### src/rtl/tg68k_fpu_pkg.sv
// Shared types and constants for the FPU fetch/decode front end:
// sequencer state encoding, decoder instruction_type codes and default vectors.
package tg68k_fpu_pkg;

    typedef enum logic [2:0] {
        ST_IDLE      = 3'd0,
        ST_PREDEC    = 3'd1,
        ST_FETCH_EXT = 3'd2,
        ST_DECODE    = 3'd3,
        ST_DISPATCH  = 3'd4,
        ST_EXC       = 3'd5
    } fetch_state_t;

    localparam logic [3:0] ITYPE_NONE       = 4'b0000;
    localparam logic [3:0] ITYPE_GENERAL    = 4'b0001;
    localparam logic [3:0] ITYPE_FSAVE      = 4'b0010;
    localparam logic [3:0] ITYPE_FMOVEM     = 4'b0011;
    localparam logic [3:0] ITYPE_FRESTORE   = 4'b0100;
    localparam logic [3:0] ITYPE_FSCC       = 4'b0101;
    localparam logic [3:0] ITYPE_FBCC16     = 4'b0110;
    localparam logic [3:0] ITYPE_FBCC32     = 4'b0111;
    localparam logic [3:0] ITYPE_FTRAPCC    = 4'b1000;
    localparam logic [3:0] ITYPE_FMOVEM_CTL = 4'b1001;

    localparam int         EXT_TIMEOUT_DEF = 255;
    localparam logic [7:0] VEC_FLINE_DEF   = 8'd11;
    localparam logic [7:0] VEC_PRIV_DEF    = 8'd8;
    localparam logic [7:0] VEC_BUSERR_DEF  = 8'd2;

    // A decoded word is an F-line fault if flagged illegal or it decodes to no type.
    function automatic logic is_fline_fault(input logic illegal, input logic [3:0] itype);
        return illegal || (itype == ITYPE_NONE);
    endfunction

endpackage

### src/rtl/tg68k_fpu_ext_timer.sv
// Loadable down-counter guarding the extension-word fetch; expire flags the
// last permitted wait cycle (count == 1).
module tg68k_fpu_ext_timer #(
    parameter int WIDTH = 8
) (
    input  logic             clk,
    input  logic             reset,
    input  logic             i_load,
    input  logic [WIDTH-1:0] i_load_value,
    input  logic             i_dec,
    output logic             o_expire
);

    logic [WIDTH-1:0] r_count;

    always_ff @(posedge clk) begin
        if (reset) begin
            r_count <= '0;
        end else if (i_load) begin
            r_count <= i_load_value;
        end else if (i_dec && (r_count != '0)) begin
            r_count <= r_count - 1'b1;
        end
    end

    assign o_expire = (r_count == {{(WIDTH-1){1'b0}}, 1'b1});

endmodule

### src/rtl/tg68k_fpu_fetch_sequencer.sv
// Front end of the FPU decoder: accepts an F-line opcode, optionally fetches the
// extension word, runs one decode cycle and hands off to dispatch or exception.
module tg68k_fpu_fetch_sequencer
    import tg68k_fpu_pkg::*;
#(
    parameter int         EXT_TIMEOUT = EXT_TIMEOUT_DEF,
    parameter logic [7:0] VEC_FLINE   = VEC_FLINE_DEF,
    parameter logic [7:0] VEC_PRIV    = VEC_PRIV_DEF,
    parameter logic [7:0] VEC_BUSERR  = VEC_BUSERR_DEF
) (
    input  logic        clk,
    input  logic        reset,
    input  logic        fline_valid,
    input  logic [15:0] fline_opcode,
    output logic        fline_ack,
    output logic        ext_req,
    input  logic        ext_ack,
    input  logic [15:0] ext_data,
    input  logic        abort,
    input  logic        supervisor,
    output logic [15:0] dec_opcode,
    output logic [15:0] dec_ext,
    output logic        dec_enable,
    input  logic        dec_needs_ext,
    input  logic        dec_valid,
    input  logic        dec_illegal,
    input  logic        dec_priv,
    input  logic [3:0]  dec_type,
    output logic        disp_valid,
    input  logic        disp_ready,
    output logic [15:0] disp_opcode,
    output logic [15:0] disp_ext,
    output logic [3:0]  disp_type,
    output logic        exc_valid,
    output logic [7:0]  exc_vector,
    input  logic        exc_ack,
    output logic        busy
);

    localparam logic [7:0] TIMEOUT_LOAD = 8'(EXT_TIMEOUT);

    fetch_state_t r_state;
    fetch_state_t w_state_next;

    logic [15:0] r_op;
    logic [15:0] r_ext;
    logic [15:0] r_disp_opcode;
    logic [15:0] r_disp_ext;
    logic [3:0]  r_disp_type;
    logic [7:0]  r_exc_vector;

    logic       w_fline_ack;
    logic       w_ext_req;
    logic       w_dec_enable;
    logic       w_op_load;
    logic       w_ext_clear;
    logic       w_ext_load;
    logic       w_disp_load;
    logic       w_exc_load;
    logic [7:0] w_exc_vec_next;
    logic       w_tmr_load;
    logic       w_tmr_dec;
    logic       w_tmr_expire;

    // The decoder's valid flag is redundant with illegal/type here.
    logic w_unused;
    assign w_unused = dec_valid;

    tg68k_fpu_ext_timer #(
        .WIDTH (8)
    ) u_ext_timer (
        .clk          (clk),
        .reset        (reset),
        .i_load       (w_tmr_load),
        .i_load_value (TIMEOUT_LOAD),
        .i_dec        (w_tmr_dec),
        .o_expire     (w_tmr_expire)
    );

    always_ff @(posedge clk) begin
        if (reset) begin
            r_state <= ST_IDLE;
        end else begin
            r_state <= w_state_next;
        end
    end

    always_comb begin
        w_state_next   = r_state;
        w_fline_ack    = 1'b0;
        w_ext_req      = 1'b0;
        w_dec_enable   = 1'b0;
        w_op_load      = 1'b0;
        w_ext_clear    = 1'b0;
        w_ext_load     = 1'b0;
        w_disp_load    = 1'b0;
        w_exc_load     = 1'b0;
        w_exc_vec_next = r_exc_vector;
        w_tmr_load     = 1'b0;
        w_tmr_dec      = 1'b0;

        unique case (r_state)
            ST_IDLE: begin
                if (fline_valid) begin
                    w_fline_ack  = 1'b1;
                    w_op_load    = 1'b1;
                    w_ext_clear  = 1'b1;
                    w_state_next = ST_PREDEC;
                end
            end
            ST_PREDEC: begin
                if (dec_needs_ext) begin
                    w_tmr_load   = 1'b1;
                    w_state_next = ST_FETCH_EXT;
                end else begin
                    w_ext_clear  = 1'b1;
                    w_state_next = ST_DECODE;
                end
            end
            ST_FETCH_EXT: begin
                w_ext_req = 1'b1;
                // A late ack still wins over the expiring timer.
                if (ext_ack) begin
                    w_ext_load   = 1'b1;
                    w_state_next = ST_DECODE;
                end else if (w_tmr_expire) begin
                    w_exc_load     = 1'b1;
                    w_exc_vec_next = VEC_BUSERR;
                    w_state_next   = ST_EXC;
                end else begin
                    w_tmr_dec = 1'b1;
                end
            end
            ST_DECODE: begin
                w_dec_enable = 1'b1;
                if (is_fline_fault(dec_illegal, dec_type)) begin
                    w_exc_load     = 1'b1;
                    w_exc_vec_next = VEC_FLINE;
                    w_state_next   = ST_EXC;
                end else if (dec_priv && !supervisor) begin
                    w_exc_load     = 1'b1;
                    w_exc_vec_next = VEC_PRIV;
                    w_state_next   = ST_EXC;
                end else begin
                    w_disp_load  = 1'b1;
                    w_state_next = ST_DISPATCH;
                end
            end
            ST_DISPATCH: begin
                if (disp_ready) begin
                    w_state_next = ST_IDLE;
                end
            end
            ST_EXC: begin
                if (exc_ack) begin
                    w_state_next = ST_IDLE;
                end
            end
            default: begin
                w_state_next = ST_IDLE;
            end
        endcase

        // Flush cancels every side effect of this cycle, including a same-cycle ack.
        if (abort) begin
            w_state_next = ST_IDLE;
            w_fline_ack  = 1'b0;
            w_op_load    = 1'b0;
            w_ext_clear  = 1'b0;
            w_ext_load   = 1'b0;
            w_disp_load  = 1'b0;
            w_exc_load   = 1'b0;
            w_tmr_load   = 1'b0;
            w_tmr_dec    = 1'b0;
        end
    end

    always_ff @(posedge clk) begin
        if (reset) begin
            r_op          <= '0;
            r_ext         <= '0;
            r_disp_opcode <= '0;
            r_disp_ext    <= '0;
            r_disp_type   <= '0;
            r_exc_vector  <= '0;
        end else begin
            if (w_op_load) begin
                r_op <= fline_opcode;
            end
            if (w_ext_clear) begin
                r_ext <= '0;
            end else if (w_ext_load) begin
                r_ext <= ext_data;
            end
            if (w_disp_load) begin
                r_disp_opcode <= r_op;
                r_disp_ext    <= r_ext;
                r_disp_type   <= dec_type;
            end
            if (w_exc_load) begin
                r_exc_vector <= w_exc_vec_next;
            end
        end
    end

    assign fline_ack   = w_fline_ack;
    assign ext_req     = w_ext_req;
    assign dec_enable  = w_dec_enable;
    assign dec_opcode  = r_op;
    assign dec_ext     = r_ext;
    assign disp_valid  = (r_state == ST_DISPATCH);
    assign disp_opcode = r_disp_opcode;
    assign disp_ext    = r_disp_ext;
    assign disp_type   = r_disp_type;
    assign exc_valid   = (r_state == ST_EXC);
    assign exc_vector  = r_exc_vector;
    assign busy        = (r_state != ST_IDLE);

endmodule

### config.mk
export PLATFORM = sky130hd
export DESIGN_NAME = tg68k_fpu_fetch_sequencer
export DESIGN_NICKNAME = d
export VERILOG_FILES = /design/src/rtl/tg68k_fpu_pkg.sv /design/src/rtl/tg68k_fpu_ext_timer.sv /design/src/rtl/tg68k_fpu_fetch_sequencer.sv
export SDC_FILE = /design/constraint.sdc
export NUM_CORES = 1
export LEC_CHECK = 0
export ABC_CLOCK_PERIOD_IN_PS = 1800
export CAP_MARGIN = 20
export CELL_PAD_IN_SITES_DETAIL_PLACEMENT = 0
export CELL_PAD_IN_SITES_GLOBAL_PLACEMENT = 1
export CORE_ASPECT_RATIO = 0.9
export CORE_MARGIN = 10
export CORE_UTILIZATION = 28
export DETAILED_ROUTE_END_ITERATION = 8
export PLACE_DENSITY_LB_ADDON = 0.1
export SLEW_MARGIN = 5
export SYNTH_ARGS = -nofsm -noshare
export SYNTH_HDL_FRONTEND = slang
export SYNTH_SLANG_ARGS = --single-unit
### constraint.sdc
create_clock -name clk -period 1.8 [get_ports clk]
set_clock_uncertainty 0.2 [all_clocks]
set_input_delay 0.27 -clock clk [delete_from_list [all_inputs] [get_ports clk]]
set_output_delay 0.27 -clock clk [all_outputs]
set_load 0.02 [all_outputs]
==> results by group <==
Floorplan
  – Std-Cell Core Area: 11500 µm²
  – Horiz. Die Dim: ~130 µm
  – Initial core utilization: 0.288
  – Die Y: between 100 and 150 µm
  – Number of placement rows: 37
  – Die ar.: 16600 µm²
  – IO Pins: between 100 and 150

Run status
  – Status: finished, violations left
  – Failing checks: negative setup slack

Cells and area
  – Cell Count, Final, Fillers Out: between 700 and 800
  – Multi-input logic area: roughly 1800 µm²
  – Post-route cell area: about 6000 µm²
  – Syn-to-layout area delta: 80.9%
  – Ant. Diodes: 0
  – Fill cells: 1116
  – Fraction of layout cells with a size suffix above 1: 0.305
  – Final core occ: 0.522
  – Register area: between 1500 and 2000 µm²
  – Nets: between 600 and 700

Synth
  – FF+latch count, synth: 82
  – Dominant cells by area after synthesis: dfxtp_1, nand2_1, a21oi_1
  – Post-synthesis sequential area ratio: 0.494
  – Cell area after synthesis: approximately 3300 µm²
  – Post-synthesis cell type count: 48
  – EDFF count, synth: 0
  – Syn Area/Cell: slightly above 8 µm²
  – Asr flop ratio synth: 0
  – Post-Synthesis Cells: 401
  – Yosys top cell by area: dfxtp_1
  – Commonest cells post-synth: nand2_1, dfxtp_1, a21oi_1, nor2_1, mux2i_1
  – Most frequent cell after synthesis: nand2_1
  – Ys Warns: 0
  – Top_reg_cell synth: dfxtp_1
  – Share of the synthesized area in the top cell type: 0.494

STA
  – Final min period: about 1900 ps
  – Setup WS post-layout: -101 ps
  – Hold Vio Cnt, Final: 0
  – RSZ-0062 raised after global routing: true
  – # setup viols final: 7
  – Fin. max-slew vios: 0
  – Total Neg Setup Slack: -420 ps
  – Final Cycle Share: 1.06
  – Fmax achieved: ~530 MHz

Worst setup path
  – Required time worst endpoint: about 1900 ps
  – Crit path arrival time: between 1500 and 2000 ps
  – Slowest stage delay, CP: 510 ps
  – Crit Path Class: reg2reg
  – CP cell instances: or2_4 -> or4_4 -> or4_1 -> a31oi_1
  – Slowest CP cell: or4_1
  – CP startpoint: u_ext_timer.r_count[3]
  – Crit start category: flop
  – Nature of the critical path endpoint: flop
  – Critical path buffer and inverter count: 0
  – Crit-path max FO: 3
  – R2R Path Start: u_ext_timer.r_count[3]
  – Crit path max-delay family: simple AND/OR/NAND/NOR gates

Clocking
  – Sink Count: 82
  – Worst-path clk slew: roughly 60 ps
  – TritonCTS clock tree: built
  – Clock Latency Late Sink: 340 ps
  – Clock buffer depth: 2
  – Root Driver: clkbuf_16
  – Total CTS buffers: 9
  – H-tree depth: 3

Placement
  – Total placed instance area: just over 5000 µm²
  – Placed cells: about 710
  – Buffers added on ports: between 100 and 150
  – Global placer's final weighted congestion: approximately 0.8
  – Dpl hpwl: between 8 and 9 mm

Power and ir drop
  – Logic pwr share: 0.119
  – PwrDens: 731 nW/µm²
  – Total power: roughly 4.4 mW
  – VDD IR max: 0.483 mV
  – Clock group share of total power: 0.455
  – Psw: roughly 1 mW
  – Int Pwr: around 3.4 mW
  – Pleak: 3.24 nW
  – Register share of total power: 0.426
  – Switching Fraction: 0.234

Global route
  – Largest net degree at the start of global routing: 31
  – First-pass GRT wire length: ~18 mm
  – All-layer global routing usage: 0.132
  – Initial antenna violation count: 0
  – Vias in the first global route: around 3400
  – Total grt overflow: 0

Detailed routing
  – DRT iter0 DRCs: between 100 and 150
  – Number of vias per cell: roughly 4.7
  – DRT Pass-1 Iters: 4
  – Via count: 3448
  – # DRC: 0
  – Antenna-violating nets left: 0
  – DR WL/cell: between 15 and 20 µm
  – Detailed Route WL: approximately 12 mm

Run
  – Max-cap violations: 0

Min path
  – HP Start: dec_type[2]
  – Worst hold-check path type: in2reg
-- flip-flops by register name (all words and copies together), names as in the netlist --
name,count
disp_opcode,16
r_state,3
disp_type,4
disp_ext,16
dec_ext,16
u_ext_timer.r_count,8
exc_vector,3
dec_opcode,16
-- timing repair --
action | in CTS | in global routing
setup endpoints to repair | 74 | 80
buffers inserted | 1 | 6
pin swaps | 9 | 44
gates resized for setup | 63 | 135
hold endpoints to repair | 0 | 0
gates cloned | 0 | 4
hold buffers | 0 | 0
-- metrics by stage --
step           setup slack, ps  hold WS, ps
2_1_floorplan             -105          206
3_3_place_gp              -450          242
3_5_place_dp              -486          247
4_1_cts                   -121          117
5_1_grt                   -177          146
6_report                  -101          140
-- power by group through the flow --
| stage | clock, mW | combinational, mW | sequential [mW] |
|---|---|---|---|
| after floorplan | 0 | 0.187 | 1.93 |
| after global placement | 0 | 0.493 | 1.91 |
| after detailed placement | 0 | 0.494 | 1.91 |
| after CTS | 2.06 | 0.486 | 1.87 |
| after global routing | 2.15 | 0.565 | 1.88 |
| final | 2.00 | 0.522 | 1.87 |
-- worst paths after layout --
kind	endpoint	slack, ps	depth (start not counted)
worst min-delay path	disp_type[2]	140	3
worst min register to register	disp_ext[9]	250	2
worst max register to register	u_ext_timer.r_count[7]	-100	4
worst max-delay path	u_ext_timer.r_count[7]	-100	4
-- area by class of cell --
type,instances,area share
Clock buffer,11,0.0404
Clock inverter,5,0.0141
Inverter,11,0.00728
Multi-Input combinational cell,283,0.307
Sequential cell,82,0.275
Tap cell,156,0.0325
Timing Repair Buffer,192,0.323
-- cells by family (layout without fill, tap and decap cells) --
logic type      after synthesis  count (layout)  synth area share
compound gates               86              86             0.153
xor+xnor                      2               2           0.00527
fa+ha+maj                     2               2           0.00753
buf+inv                      40             219            0.0550
flops                        82              82             0.494
mux                          17              17            0.0516
other cells                   1               5           0.00113
simple gates                171             171             0.233
-- routing by layer --
| layer | vias to the layer above | track usage | share of wire |
|---|---|---|---|
| met5 | - | 0 | 0 |
| met4 | 0 | 0.0285 | 0.0068 |
| met3 | 6 | 0.0576 | 0.076 |
| met2 | 97 | 0.207 | 0.45 |
| met1 | 1630 | 0.166 | 0.46 |
| li1 | 1715 | - | - |
-- placed cells by master, fill, tap and decap left out, types with 3 or more instances in the layout --
| master | count |
|---|---|
| o31ai_1 | 3 |
| nand2_4 | 14 |
| or4_4 | 3 |
| buf_4 | 54 |
| a31oi_1 | 6 |
| dlymetal6s2s_1 | 39 |
| dfxtp_1 | 74 |
| a21oi_2 | 27 |
| dlygate4sd2_1 | 23 |
| buf_2 | 3 |
| inv_1 | 7 |
| nand3b_1 | 3 |
| nor2_1 | 22 |
| clkbuf_16 | 12 |
| nor3_1 | 4 |
| mux2i_1 | 16 |
| o21ai_0 | 4 |
| clkdlybuf4s50_1 | 54 |
| buf_12 | 4 |
| nand2_1 | 87 |
| nand2b_1 | 3 |
| nand2_2 | 8 |
| inv_2 | 3 |
| nor3b_4 | 3 |
| a21oi_1 | 31 |
| buf_6 | 11 |
| nor4_1 | 3 |
| conb_1 | 5 |
| dfxtp_2 | 6 |
-- tightest hold or removal path: cells and delay by family --
family / cells / cell delay, ps
compound gates: 1 / 50
buf+inv: 1 / 250
simple gates: 1 / 60
No activity file was read; power rests on OpenSTA's default activity.
